File: src/rtl/sr_cmd_sequencer.sv
// Button-to-latch command sequencer: debounces set/reset buttons, issues exclusive
// fixed-width S/R pulses to a NOR SR latch, then verifies the latch Q/Qn readback.
module sr_cmd_sequencer #(
    parameter int unsigned DEB_CYCLES   = 4,
    parameter int unsigned PULSE_CYCLES = 2,
    parameter int unsigned GAP_CYCLES   = 1
) (
    input  logic clk,
    input  logic rst,
    input  logic btn_set,
    input  logic btn_reset,
    input  logic q_fb,
    input  logic qn_fb,
    output logic s_out,
    output logic r_out,
    output logic busy,
    output logic conflict,
    output logic err,
    output logic last_cmd
);

    localparam int unsigned CNT_W        = 8;
    localparam int unsigned CHECK_CYCLES = 3;
    localparam logic [CNT_W-1:0] DEB_LAST   = CNT_W'(DEB_CYCLES - 1);
    localparam logic [CNT_W-1:0] PULSE_LAST = CNT_W'(PULSE_CYCLES - 1);
    localparam logic [CNT_W-1:0] GAP_LAST   = CNT_W'(GAP_CYCLES - 1);
    localparam logic [CNT_W-1:0] CHECK_LAST = CNT_W'(CHECK_CYCLES - 1);

    typedef enum logic [2:0] {
        IDLE    = 3'd0,
        DRIVE_S = 3'd1,
        DRIVE_R = 3'd2,
        GAP     = 3'd3,
        CHECK   = 3'd4
    } state_t;

    // Synchroniser bit order: {qn_fb, q_fb, btn_reset, btn_set}
    logic [3:0]            r_sync1;
    logic [3:0]            r_sync2;
    logic [1:0]            r_deb;
    logic [1:0]            r_deb_d;
    logic [1:0][CNT_W-1:0] r_deb_cnt;

    state_t           r_state;
    state_t           w_state_nxt;
    logic [CNT_W-1:0] r_cnt;
    logic [CNT_W-1:0] w_cnt_nxt;
    logic             r_last_cmd;
    logic             w_last_cmd_nxt;
    logic             r_err;
    logic             w_err_nxt;
    logic             w_conflict_nxt;
    logic             r_s_out;
    logic             r_r_out;
    logic             r_busy;
    logic             r_conflict;

    logic       w_set_req;
    logic       w_reset_req;
    logic [1:0] w_readback;
    logic [1:0] w_expect;

    assign w_set_req   = r_deb[0] & ~r_deb_d[0];
    assign w_reset_req = r_deb[1] & ~r_deb_d[1];
    assign w_readback  = {r_sync2[2], r_sync2[3]};
    assign w_expect    = r_last_cmd ? 2'b10 : 2'b01;

    // Input synchronisers and per-button debounce
    always_ff @(posedge clk) begin
        if (rst) begin
            r_sync1   <= '0;
            r_sync2   <= '0;
            r_deb     <= '0;
            r_deb_d   <= '0;
            r_deb_cnt <= '0;
        end else begin
            r_sync1 <= {qn_fb, q_fb, btn_reset, btn_set};
            r_sync2 <= r_sync1;
            r_deb_d <= r_deb;
            for (int i = 0; i < 2; i++) begin
                if (r_sync2[i] == r_deb[i]) begin
                    r_deb_cnt[i] <= '0;
                end else if (r_deb_cnt[i] == DEB_LAST) begin
                    r_deb[i]     <= r_sync2[i];
                    r_deb_cnt[i] <= '0;
                end else begin
                    r_deb_cnt[i] <= r_deb_cnt[i] + CNT_W'(1);
                end
            end
        end
    end

    // FSM state and registered outputs; outputs derive from the next state
    always_ff @(posedge clk) begin
        if (rst) begin
            r_state    <= IDLE;
            r_cnt      <= '0;
            r_last_cmd <= 1'b0;
            r_err      <= 1'b0;
            r_s_out    <= 1'b0;
            r_r_out    <= 1'b0;
            r_busy     <= 1'b0;
            r_conflict <= 1'b0;
        end else begin
            r_state    <= w_state_nxt;
            r_cnt      <= w_cnt_nxt;
            r_last_cmd <= w_last_cmd_nxt;
            r_err      <= w_err_nxt;
            r_s_out    <= (w_state_nxt == DRIVE_S);
            r_r_out    <= (w_state_nxt == DRIVE_R);
            r_busy     <= (w_state_nxt != IDLE);
            r_conflict <= w_conflict_nxt;
        end
    end

    always_comb begin
        w_state_nxt    = r_state;
        w_cnt_nxt      = r_cnt;
        w_last_cmd_nxt = r_last_cmd;
        w_err_nxt      = r_err;
        w_conflict_nxt = 1'b0;
        unique case (r_state)
            IDLE: begin
                w_cnt_nxt = '0;
                if (w_set_req && w_reset_req) begin
                    w_conflict_nxt = 1'b1;
                end else if (w_set_req) begin
                    w_state_nxt    = DRIVE_S;
                    w_last_cmd_nxt = 1'b1;
                end else if (w_reset_req) begin
                    w_state_nxt    = DRIVE_R;
                    w_last_cmd_nxt = 1'b0;
                end
            end
            DRIVE_S, DRIVE_R: begin
                if (r_cnt == PULSE_LAST) begin
                    w_state_nxt = GAP;
                    w_cnt_nxt   = '0;
                end else begin
                    w_cnt_nxt = r_cnt + CNT_W'(1);
                end
            end
            GAP: begin
                if (r_cnt == GAP_LAST) begin
                    w_state_nxt = CHECK;
                    w_cnt_nxt   = '0;
                end else begin
                    w_cnt_nxt = r_cnt + CNT_W'(1);
                end
            end
            CHECK: begin
                // Readback is only trusted once the synchroniser has caught up
                if (r_cnt == CHECK_LAST) begin
                    w_state_nxt = IDLE;
                    w_cnt_nxt   = '0;
                    if (w_readback != w_expect) begin
                        w_err_nxt = 1'b1;
                    end
                end else begin
                    w_cnt_nxt = r_cnt + CNT_W'(1);
                end
            end
            default: begin
                w_state_nxt = IDLE;
                w_cnt_nxt   = '0;
            end
        endcase
    end

    assign s_out    = r_s_out;
    assign r_out    = r_r_out;
    assign busy     = r_busy;
    assign conflict = r_conflict;
    assign err      = r_err;
    assign last_cmd = r_last_cmd;

endmodule
File: config.mk
export PLATFORM = sky130hd
export DESIGN_NAME = sr_cmd_sequencer
export DESIGN_NICKNAME = d
export VERILOG_FILES = /design/src/rtl/sr_cmd_sequencer.sv
export SDC_FILE = /design/constraint.sdc
export NUM_CORES = 1
export LEC_CHECK = 0
export ABC_AREA = 1
export CAP_MARGIN = 40
export CELL_PAD_IN_SITES_DETAIL_PLACEMENT = 2
export CELL_PAD_IN_SITES_GLOBAL_PLACEMENT = 2
export CORE_MARGIN = 4
export CORE_UTILIZATION = 34
export CTS_CLUSTER_SIZE = 28
export DETAILED_ROUTE_END_ITERATION = 16
export GPL_TIMING_DRIVEN = 1
export PLACE_DENSITY_LB_ADDON = 0.25
export SLEW_MARGIN = 10
export SYNTH_ARGS = -nofsm -noshare
export SYNTH_HDL_FRONTEND = slang
export SYNTH_SLANG_ARGS = --single-unit
File: constraint.sdc
create_clock -name clk -period 1.6 [get_ports clk]
set_input_delay 0.4 -clock clk [delete_from_list [all_inputs] [get_ports clk]]
set_output_delay 0.4 -clock clk [all_outputs]
set_load 0.01 [all_outputs]
==> summary.md <==
| Metric | Value |
|---|---|
| FMAX | 643 MHz |
| DR vias/cell | 4.69 |
| Pwr Density | 900 nW/um2 |
| Top cell family by delay on the critical path | buffers and inverters |
| Slew Limit Headroom | 78.1% |
| Crit-path cells | clkdlybuf4s50_1 |
| TritonCTS clock tree | done |
| CTS Buffer Depth | 2 |
| Clock root cell | clkbuf_8 |
| Reg-to-Reg End | r_out |
| Commonest non-fill, non-tap cell in the layout | dfxtp_1 |
| H-tree levels | 2 |
| Adder-cell share of the synthesized area | 4.48% |
| Post-CTS setup buffers | 0 |
| Status | finished, final reports clean |
| Cell count after synthesis | 248 |
| CP bufs+invs | 1 |
| Worst Path Arrival | 1.15 ns |
| Maximum VDD drop | 0.354 mV |
| Final WL | 4440 um |
| Hold Crit Endpoint | r_sync2[3] |
| Final #Nets | 281 |
| Critical Path Max Stage Delay | 0.53 ns |
| Mean Syn Cell Area | 7.88 um2 |
| Std-Cell Rows | 27 |
| Clock tree sinks | 45 |
| Post-detail-place hpwl | 3400 um |
| Yosys reg bits | 45 |
| CORE AREA | 5540 um2 |
| MaxCap Viol Count | 0 |
| Pwr Total | 2090 uW |
| Crit Path Max Fanout | 1 |
| Total CTS buffers | 5 |
| Filler Cell Count | 665 |
| Gr usage total | 13.9% |
| Post-Synth XOR/XNOR Area | 4.48% |
| Hold path depth | 2 |
| HP Start | r_sync1[3] |
| Worst Tran Pin Value | 0.326 ns |
| Average wire per standard cell | 13.0 um |
| TritonRoute pass-1 iters | 4 |
| Register area share after synthesis | 46.1% |
| Routability cong. | 0.722 |
| I/O Buffers | 11 |
| Final cycle utilization of the critical path | 97.2% |
| Design area | 2320 um2 |
| CP max-delay cell | clkdlybuf4s50_1 |
| Ports | 12 |
| Fraction of layout cells with a size suffix above 1 | 19.3% |
| Yosys cell types | 28 |
| Initial antenna violation count | 0 |
| DIE AREA | 7020 um2 |
| Commonest non-fill, non-tap cells in the layout | 44 x dfxtp_1, 38 x nor2_1, 32 x inv_1 |
| Die span in y | 83.8 um |
| Tmin final | 1.55 ns |
| Diode count | 0 |
| Pleak | 0.00103 uW |
| Synth Area in Compound Gates | 6.41% |
| First-pass GRT wire length | 7890 um |
| Final ANT Viol Nets | 0 |
| Area Overhead vs Synth | 18.6% |
| Setup crit end kind | primary output |
| Initial core utilization | 35.3% |
| DRT iter0 DRCs | 10 |
| Setup CP Type | reg2out |
| R2r startpoint | r_deb[1] |
| Post-DP Area | 2170 um2 |
| Clk Latency, worst-skew pair | 0.30 ns |
| Final setup vio count | 0 |
| Global route overflow | 0 |
| Cell Area, Synth | 1950 um2 |
| Yosys warns | 0 |
| Worst-path clk slew | 0.08 ns |
| Pin count of the biggest net entering global routing | 15 |
| RSZ-0062 raised after global routing | false |
| Register-to-Register Path Depth | 11 |
| Critical Path RT | 1.20 ns |
| Via count | 1600 |
| Crit path depth | 1 |
| Worst min path class | reg2reg |
| Setup Skew | 0.00679 ns |
| Die Span X | 83.8 um |
| Fin. max-slew vios | 0 |
| Post-synthesis simple-gate area fraction | 30.2% |
| Worst reg-to-reg setup slack | 0.18 ns |
| Vias in the first global route | 1760 |
| Syn nets | 261 |
| Critical Path Source Type | flop |
| DRC Markers | 0 |
| Largest family of logic cells by synthesized area | simple AND/OR/NAND/NOR gates |
| Final hold vios | 0 |
| Post-synthesis mux area share | 0% |
-- power by group --
group	internal, uW	total [uW]	switching, uW
Combinational	21.5	45.9	24.4
Sequential	1130	1140	5.40
Clock	508	905	397
-- per-layer routing --
metal	up-vias	GRT usage, %	wire, um
met2	15	24.8	2270
met4	0	5.26	78
met3	7	3.26	100
met5	-	0	0
met1	770	16.0	1990
li1	808	-	-
-- kinds of logic after synthesis --
family          Yosys count
flops                    45
compound gates           20
simple gates            124
fa+ha+maj                 7
xor+xnor                 10
buf+inv                  42
-- what timing repair did --
action                                  4_1_cts  5_1_grt
endpoints found under the hold margin         0        0
endpoints found under the setup margin        1       19
hold buffers                                  0        0
cloned                                        0        0
gates resized for setup                       1        9
-- metrics by stage --
step                util [%]  setup slack (ns)  hold slack [ns]  std cells  setup TNS (ns)
floorplan                  -             0.308            0.388        248               0
detailed placement      39.3            -0.189            0.402        333           -1.23
global route            41.8           0.00375            0.447        341               0
CTS                     41.4           0.00193            0.415        341               0
global placement        39.3            -0.104            0.392        333          -0.695
finish                  41.8            0.0451            0.410        341               0
-- Yosys cell counts, drive strengths merged --
cell type  number  area share (%)
xor2            8             3.6
a31o            1            0.45
nor3b           2            0.77
inv            40             7.8
nand4           6             1.9
nor3            5             1.3
a21oi          11             3.0
or2             3            0.96
o21ai           4             1.0
buf             2            0.45
a31oi           3            0.96
nor4            2            0.64
nand3          13             3.3
dfxtp          45              46
xnor2           2            0.90
o21bai          1            0.96
nor2           53              12
ha              7             4.5
nand2          40             8.8
-- state kept, by name, indices dropped and copies added (netlist names) --
register,cells
r_cnt,8
conflict,1
r_deb_d,2
r_out,1
last_cmd,1
r_sync1,4
r_deb,2
r_deb_cnt,16
s_out,1
r_sync2,4
r_state,3
busy,1
err,1
-- cell type report --
cell class,instances,area [um2],share of cell area (%)
Multi-Input combinational cell,161,906,39.1
Tap cell,72,90.1,3.89
Inverter,40,153,6.59
Clock buffer,6,82.6,3.56
Sequential cell,45,902,38.9
Timing Repair Buffer,15,146,6.32
Clock inverter,2,37.5,1.62
-- worst max path at each step --
| stage | startpoint | endpoint | slack (ns) |
|---|---|---|---|
| 6_report | conflict | conflict | 0.05 |
| 4_1_cts | busy | busy | 0.002 |
| 2_1_floorplan | r_deb_cnt[0] | r_deb_cnt[5] | 0.31 |
| 3_5_place_dp | rst | r_deb_cnt[5] | -0.19 |
| 3_3_place_gp | rst | r_deb_cnt[5] | -0.10 |
| 5_1_grt | conflict | conflict | 0.004 |
No activity file was read; power rests on OpenSTA's default activity.
